--- src/rtl/filter_sequencer.sv ---
// Filter-mode sequencer: debounced keys and beat-driven auto-advance request a mode step
// that is applied only on frame_start. Auto-cycling is built when FILTER_SEQUENCER_AUTO_CYCLE_EN is defined.
module filter_sequencer #(
  parameter int DEBOUNCE_CYCLES = 250000,
  parameter int BEATS_PER_MODE  = 8
) (
  input  logic       clk,
  input  logic       reset,
  input  logic [1:0] key_n,
  input  logic       frame_start,
  input  logic       beat_detected,
  input  logic       calib_done,
  output logic [1:0] mode,
  output logic       thresh_enable,
  output logic       bright_enable,
  output logic       adsr_enable,
  output logic       edge_enable,
  output logic       mode_changed,
  output logic       auto_on
);
  localparam int DW = (DEBOUNCE_CYCLES > 1) ? $clog2(DEBOUNCE_CYCLES) : 1;
  localparam logic [DW-1:0] DLAST = DW'(DEBOUNCE_CYCLES - 1);

  typedef enum logic [1:0] {CALIB, RUN, PEND} state_e;

  logic [1:0]         sync1_q, sync2_q;
  logic [1:0]         db_q, db_d, fall;
  logic [1:0][DW-1:0] dcnt_q, dcnt_d;

  state_e     state_q, state_d;
  logic [1:0] mode_q, mode_d;
  logic       thresh_q, bright_q, adsr_q, edge_q, changed_q;
  logic       apply, adv_req, auto_req, auto_on_q;

  always_ff @(posedge clk) begin
    if (reset) begin
      sync1_q <= '1;
      sync2_q <= '1;
      db_q    <= '1;
      dcnt_q  <= '0;
    end else begin
      sync1_q <= key_n;
      sync2_q <= sync1_q;
      db_q    <= db_d;
      dcnt_q  <= dcnt_d;
    end
  end

  // Counter runs only while the synced key disagrees with the debounced level.
  always_comb begin
    for (int i = 0; i < 2; i++) begin
      db_d[i]   = db_q[i];
      dcnt_d[i] = '0;
      if (sync2_q[i] != db_q[i]) begin
        if (dcnt_q[i] == DLAST) db_d[i] = sync2_q[i];
        else                    dcnt_d[i] = dcnt_q[i] + 1'b1;
      end
      fall[i] = db_q[i] & ~db_d[i];
    end
  end

`ifdef FILTER_SEQUENCER_AUTO_CYCLE_EN
  localparam int BW = $clog2(BEATS_PER_MODE + 1);
  localparam logic [BW-1:0] BMAX = BW'(BEATS_PER_MODE);

  logic [BW-1:0] beat_q, beat_d;
  logic          auto_d;

  // A full counter raises the request for one cycle and clears itself.
  assign auto_req = (beat_q == BMAX);

  always_comb begin
    auto_d = auto_on_q;
    beat_d = beat_q;
    if (state_q != CALIB && fall[1]) auto_d = ~auto_on_q;
    if (!auto_on_q || apply || auto_req) beat_d = '0;
    else if (beat_detected && state_q == RUN) beat_d = beat_q + 1'b1;
  end

  always_ff @(posedge clk) begin
    if (reset) begin
      auto_on_q <= 1'b0;
      beat_q    <= '0;
    end else begin
      auto_on_q <= auto_d;
      beat_q    <= beat_d;
    end
  end
`else
  logic unused_auto;
  assign unused_auto = ^{fall[1], beat_detected};
  assign auto_req    = 1'b0;
  assign auto_on_q   = 1'b0;
`endif

  always_comb begin
    state_d = state_q;
    mode_d  = mode_q;
    apply   = 1'b0;
    adv_req = fall[0] | auto_req;
    unique case (state_q)
      CALIB: if (calib_done) state_d = RUN;
      RUN:   if (adv_req) state_d = PEND;
      PEND: begin
        if (frame_start) begin
          apply   = 1'b1;
          mode_d  = mode_q + 2'd1;
          state_d = RUN;
        end
      end
      default: state_d = CALIB;
    endcase
  end

  always_ff @(posedge clk) begin
    if (reset) begin
      state_q   <= CALIB;
      mode_q    <= 2'd0;
      thresh_q  <= 1'b0;
      bright_q  <= 1'b0;
      adsr_q    <= 1'b0;
      edge_q    <= 1'b0;
      changed_q <= 1'b0;
    end else begin
      state_q   <= state_d;
      mode_q    <= mode_d;
      thresh_q  <= (mode_d == 2'd1);
      bright_q  <= (mode_d == 2'd2);
      adsr_q    <= (mode_d == 2'd2);
      edge_q    <= (mode_d == 2'd3);
      changed_q <= apply;
    end
  end

  assign mode          = mode_q;
  assign thresh_enable = thresh_q;
  assign bright_enable = bright_q;
  assign adsr_enable   = adsr_q;
  assign edge_enable   = edge_q;
  assign mode_changed  = changed_q;
  assign auto_on       = auto_on_q;
endmodule

--- config.mk ---
export PLATFORM = sky130hd
export DESIGN_NAME = filter_sequencer
export DESIGN_NICKNAME = d
export VERILOG_FILES = /design/src/rtl/filter_sequencer.sv
export SDC_FILE = /design/constraint.sdc
export NUM_CORES = 1
export LEC_CHECK = 0
export CORE_AREA = 2 2 49 73
export CTS_CLUSTER_SIZE = 12
export DETAILED_ROUTE_END_ITERATION = 8
export DIE_AREA = 0 0 51 75
export PLACE_DENSITY = 0.62
export SYNTH_ARGS = -nofsm -noshare
export SYNTH_HDL_FRONTEND = slang
export SYNTH_SLANG_ARGS = --single-unit
export TNS_END_PERCENT = 10
--- constraint.sdc ---
create_clock -name clk -period 3.2 [get_ports clk]
set_input_delay 0.64 -clock clk [delete_from_list [all_inputs] [get_ports clk]]
set_output_delay 0.64 -clock clk [all_outputs]
set_load 0.05 [all_outputs]
======== After elaboration in Yosys (flattened, before gate mapping) ========
Index checks and enable logic that the tools add are counted.
cells by class
  equal/unequal tests ..................... 10
  div/mod/pow operators ................... 0
  shift-type cells ........................ 0
  $lt $le $gt $ge ......................... 0
  multiply operators ...................... 0
  multiplexer cells ....................... 9
  add/subtract/negate cells ............... 2
  reduce and logical (&&, ||, !) cells .... 4
  bitwise operators ....................... 4
operator list
  operator                 number
  $add A18 B1 Y18 const B  1
  $eq A18 B18 Y1 const B   1
  $mux W2                  5
  $eq A2 B2 Y1 const B     3
  $ne A2 B2 Y1 const B     3
  $pmux W2 S3              1
  $eq A2 B1 Y1 const B     2
  $mux W1                  3
  $not A1 Y1               3
  $reduce_and A3 Y1        1
  $reduce_or A3 Y1         1
  $add A2 B1 Y2 const B    1
  $logic_not A2 Y1         1
  $reduce_or A2 Y1         1
  $and A1 B1 Y1            1
  $ne A1 B1 Y1             1
storage, ports and cells
  logic and storage cells ................. 39
  register bits ........................... 29
  memory bits (writable) .................. 0
  bits in read-only memories .............. 0
  bits in latches ......................... 0
  output and inout port bits .............. 8
  bits of input ports ..................... 7
  memories ................................ 0

======== Longest topological paths before layout ========
  depth after elaboration ................. 7
  mapped depth ............................ 6
  depth with buffers taken out ............ 5

======== Worst setup path before layout ========
OpenSTA, ideal clock, no wires.
  kind .................................... register -> register
  start point ............................. reg dcnt_q[0] in the netlist's numbering
  end point ............................... reg state_q[1]
  data required time ...................... 3.104 ns
  period minus slack after synthesis ...... 1.790 ns
  buffers on the path ..................... 0
  data arrival time ....................... 1.695 ns
  stages on the path, launching flop included .. 6
  library setup time ...................... 0.096 ns
  slack ................................... 1.410 ns
  cells stage by stage .................... dfxtp_1 > ha_1 > nand3_2 > or4_4 > or2_1 > o41ai_2
on the way
  longest elaborated chain between the ends .. 7
ends and longest elaborated chain
  item                                line  RTL
  start: declaration                  28    logic [1:0][DW-1:0] dcnt_q, dcnt_d;
  start signal: assignment            45    dcnt_q <= dcnt_d;
  $eq A18 B18 Y1                      55    if (dcnt_q[i] == DLAST) db_d[i] = sync2_q[i];
  $mux W1                             55
  $mux W1                             54    if (sync2_q[i] != db_q[i]) begin
  $not A1 Y1                          58    fall[i] = db_q[i] & ~db_d[i];
  $and A1 B1 Y1                       58
  $ne A2 B2 Y1 (no source line)       n/a
  $reduce_and A3 Y1 (no source line)  n/a
  end signal: assignment              125   state_q <= state_d;
  end: declaration                    30    state_e state_q, state_d;
No other way between the ends.
A chain may end at the register's enable or synchronous reset.

======== Final worst setup path ========
  start point ............................. reg mode_q[1], in the netlist mode[1]
  end point ............................... out mode[1]
RTL lines
  item                      line  RTL
  start: declaration        31    logic [1:0] mode_q, mode_d;
  start signal: assignment  126   mode_q <= mode_d;
  end: declaration          13    output logic [1:0] mode,
No word-level cell between the ends.

==> flow_summary.yaml <==
synth:
  ys_seq_elements: 29
  synth_cell_type_count: 33
  yosysWarnings: 0
  synthesis.area_mm2: 0.00122
  avgSynthCellArea_um2: 9.17
  ys_seq_area_share_pct: 47.6
  synth_nets: 141
  netlist_instances: 133
flow_run:
  max_cap_violations: 0
die:
  ios: 15
  die_h_um: 75
  start_util_pct: 38.6
  placementRows: 25
  fp.dieArea_mm2: 0.00383
  core_area_mm2: 0.00316
  die_w_um: 51
clock_tree:
  clkSinkCount: 29
  htreeDepth: 2
  cts_tree: "yes"
  clk_latency_ps: 280
  cts_hold_buffers: 0
  cts_buffers: 5
  post_cts_resized: 0
  clock-root-buffer: "clkbuf_8"
  clk_pin_slew_ps: 60
  clockBufferDepth: 2
  post-cts-setup-buffer-count: 0
global_route:
  grt_pass1_vias: 914
  grt_max_degree: 17
  antenna_found_initial: 0
  grt_pass1_wl_um: 3970
  track_usage_pct: 14.3
  gr-total-overflow: 0
timing:
  timing.hold.ws_ps: 411
  finClkSkew_ps: 5.07
  period_share_pct: 66.3
  finalHoldViolations: 0
  relSlewSlack_pct: 57.9
  finalSetupViolCount: 0
  final.min_clock_period_ps: 2120
  rsz0062_at_grt: "false"
  tightest_slew_ps: 632
  clock.fmax_mhz: 471
  setup_tns_ps: 0
  final_max_slew_viol_count: 0
worst_setup_path:
  crit_buf_inv: 1
  crit_family: "buffers and inverters"
  rr_worst_depth: 5
  cp_max_fo: 4
  slowest_stage: "clkdlybuf4s50_1"
  critPathCaptureType: "output pin"
  crit_chain: "clkdlybuf4s50_1"
  max_stage_delay_ps: 820
  required_ps: 2560
  crit_arrival_ps: 1480
  critical_path_class: "flip-flop to output pin"
  crit_cells: 1
  critPathLaunchType: "flip-flop"
finish:
  diodes: 0
  design_area_mm2: 0.00144
  syn_to_final_growth_pct: 18.3
  drive_above_1_share_pct: 10.2
  fillCellCount: 310
  final_nets: 155
pwr:
  peakVddDrop_mv: 0.331
  power.density_mw_per_mm2: 472
  cellLeakagePower_nw: 0.432
placed_design:
  dpl-instance-area_mm2: 0.00136
  routabilityCongestion: 0.775
  portBuffers: 11
  hpwl_um: 1550
route:
  dr_total_vias: 940
  routedWlPerCell_um: 11.9
  ant_nets: 0
  first_pass_iters: 4
  drc_errors: 0
  vias_per_cell: 5.03
  finalWirelength_um: 2230
  first_iter_violations: 21
min_path:
  hold_depth: 1
  min_path_type: "flip-flop to flip-flop"
status:
  status: "finished, final reports clean"
## placed cells by master (no fill, tap or decap), drive strengths merged, types with 2 or more instances in the layout
| master | instances |
|---|---|
| xor2 | 4 |
| dfxtp | 29 |
| nand4 | 4 |
| nand3 | 5 |
| and2 | 2 |
| or2 | 5 |
| or4 | 3 |
| xnor2 | 14 |
| clkbuf | 7 |
| nor4 | 7 |
| nand2 | 9 |
| inv | 3 |
| nor3 | 6 |
| clkdlybuf4s50 | 11 |
| nor2 | 22 |
| a21oi | 3 |
## sequential cells by signal, indices dropped and copies added, names as in the netlist
| name | flops |
|---|---|
| adsr_enable | 1 |
| db_q | 1 |
| dcnt_q | 18 |
| edge_enable | 1 |
| mode | 2 |
| mode_changed | 1 |
| state_q | 2 |
| sync1_q | 1 |
| sync2_q | 1 |
| thresh_enable | 1 |
## where the power goes
group / switching [mW] / internal (mW) / leakage [nW]
combinational: 0.00940 / 0.00822 / 0.153
clock: 0.128 / 0.170 / 0.0443
sequential: 0.00190 / 0.364 / 0.234
## routing by layer
layer  GRT usage (%)  routed length (um)
met1            15.2                 953
met2            23.5                1100
met3            5.95                 130
met4            9.01                  48
met5               0                   0
## cell families after synthesis
kind of cell | synth area share [%]
fa+ha+maj | 1.03
buf+inv | 2.87
xor+xnor | 12.9
simple gates | 29.8
compound gates | 4.62
flops | 47.6
mux | 0.821
other cells | 0.307
## synth_stat cells
library cell | instances | share of area, %
a21oi_1 | 3 | 1.2
nor4b_1 | 1 | 0.72
nor3_1 | 6 | 2.5
mux2i_1 | 1 | 0.82
buf_4 | 2 | 1.2
or2_2 | 4 | 2.1
and2_1 | 2 | 1.0
nor2_1 | 22 | 6.8
inv_1 | 3 | 0.92
nand4_1 | 4 | 2.1
nand3b_1 | 1 | 0.62
buf_1 | 1 | 0.31
o311ai_0 | 1 | 0.72
xnor2_1 | 14 | 10
conb_1 | 1 | 0.31
dfxtp_1 | 29 | 48
nand2_1 | 9 | 2.8
o41ai_2 | 1 | 1.3
or4_4 | 1 | 0.92
or3_4 | 1 | 0.92
nor4_1 | 7 | 3.6
nand3_2 | 1 | 0.82
and3_1 | 1 | 0.51
or2_1 | 1 | 0.51
o31ai_1 | 1 | 0.62
or4_1 | 2 | 1.2
ha_1 | 1 | 1.0
buf_2 | 1 | 0.41
nand4b_1 | 1 | 0.72
nand3_1 | 4 | 1.6
xor2_1 | 4 | 2.9
nand2b_1 | 1 | 0.51
o21ai_2 | 1 | 0.72
## worst reg2reg max path, cell delays in order, from the launching register on
cell and delay [ps]:
dfxtp_1 350, ha_1 270, nand3_2 130, or4_4 530, o21ai_2 520, nor2_1 120
## layout make-up
cell class | instances | area (um2) | share of cell area (%)
clock buffers | 7 | 86.3 | 5.98
inverters | 3 | 11.3 | 0.781
multi-input cells | 97 | 604 | 41.9
flip-flops and latches | 29 | 581 | 40.2
well taps | 40 | 50.0 | 3.47
repair buffers | 11 | 110 | 7.63
## stage by stage
stage	worst slack, ps	utilization, %	total power [mW]	instances
6_report	1080	45.7	0.681	187
5_1_grt	954	45.7	0.706	187
4_1_cts	1060	45.7	0.691	187
3_5_place_dp	1110	42.9	0.391	180
3_3_place_gp	1140	42.9	0.391	180
2_1_floorplan	1410	-	0.385	133
## path summary, 6_finish.rpt
kind / from / endpoint / slack [ps]
hold / removal: sync1_q[0] / sync2_q[0] / 410
hold reg to reg: sync1_q[0] / sync2_q[0] / 410
setup / recovery: mode[1] / mode[1] / 1080
setup reg to reg: dcnt_q[0] / dcnt_q[14] / 1140
No activity file was read; power rests on OpenSTA's default activity.
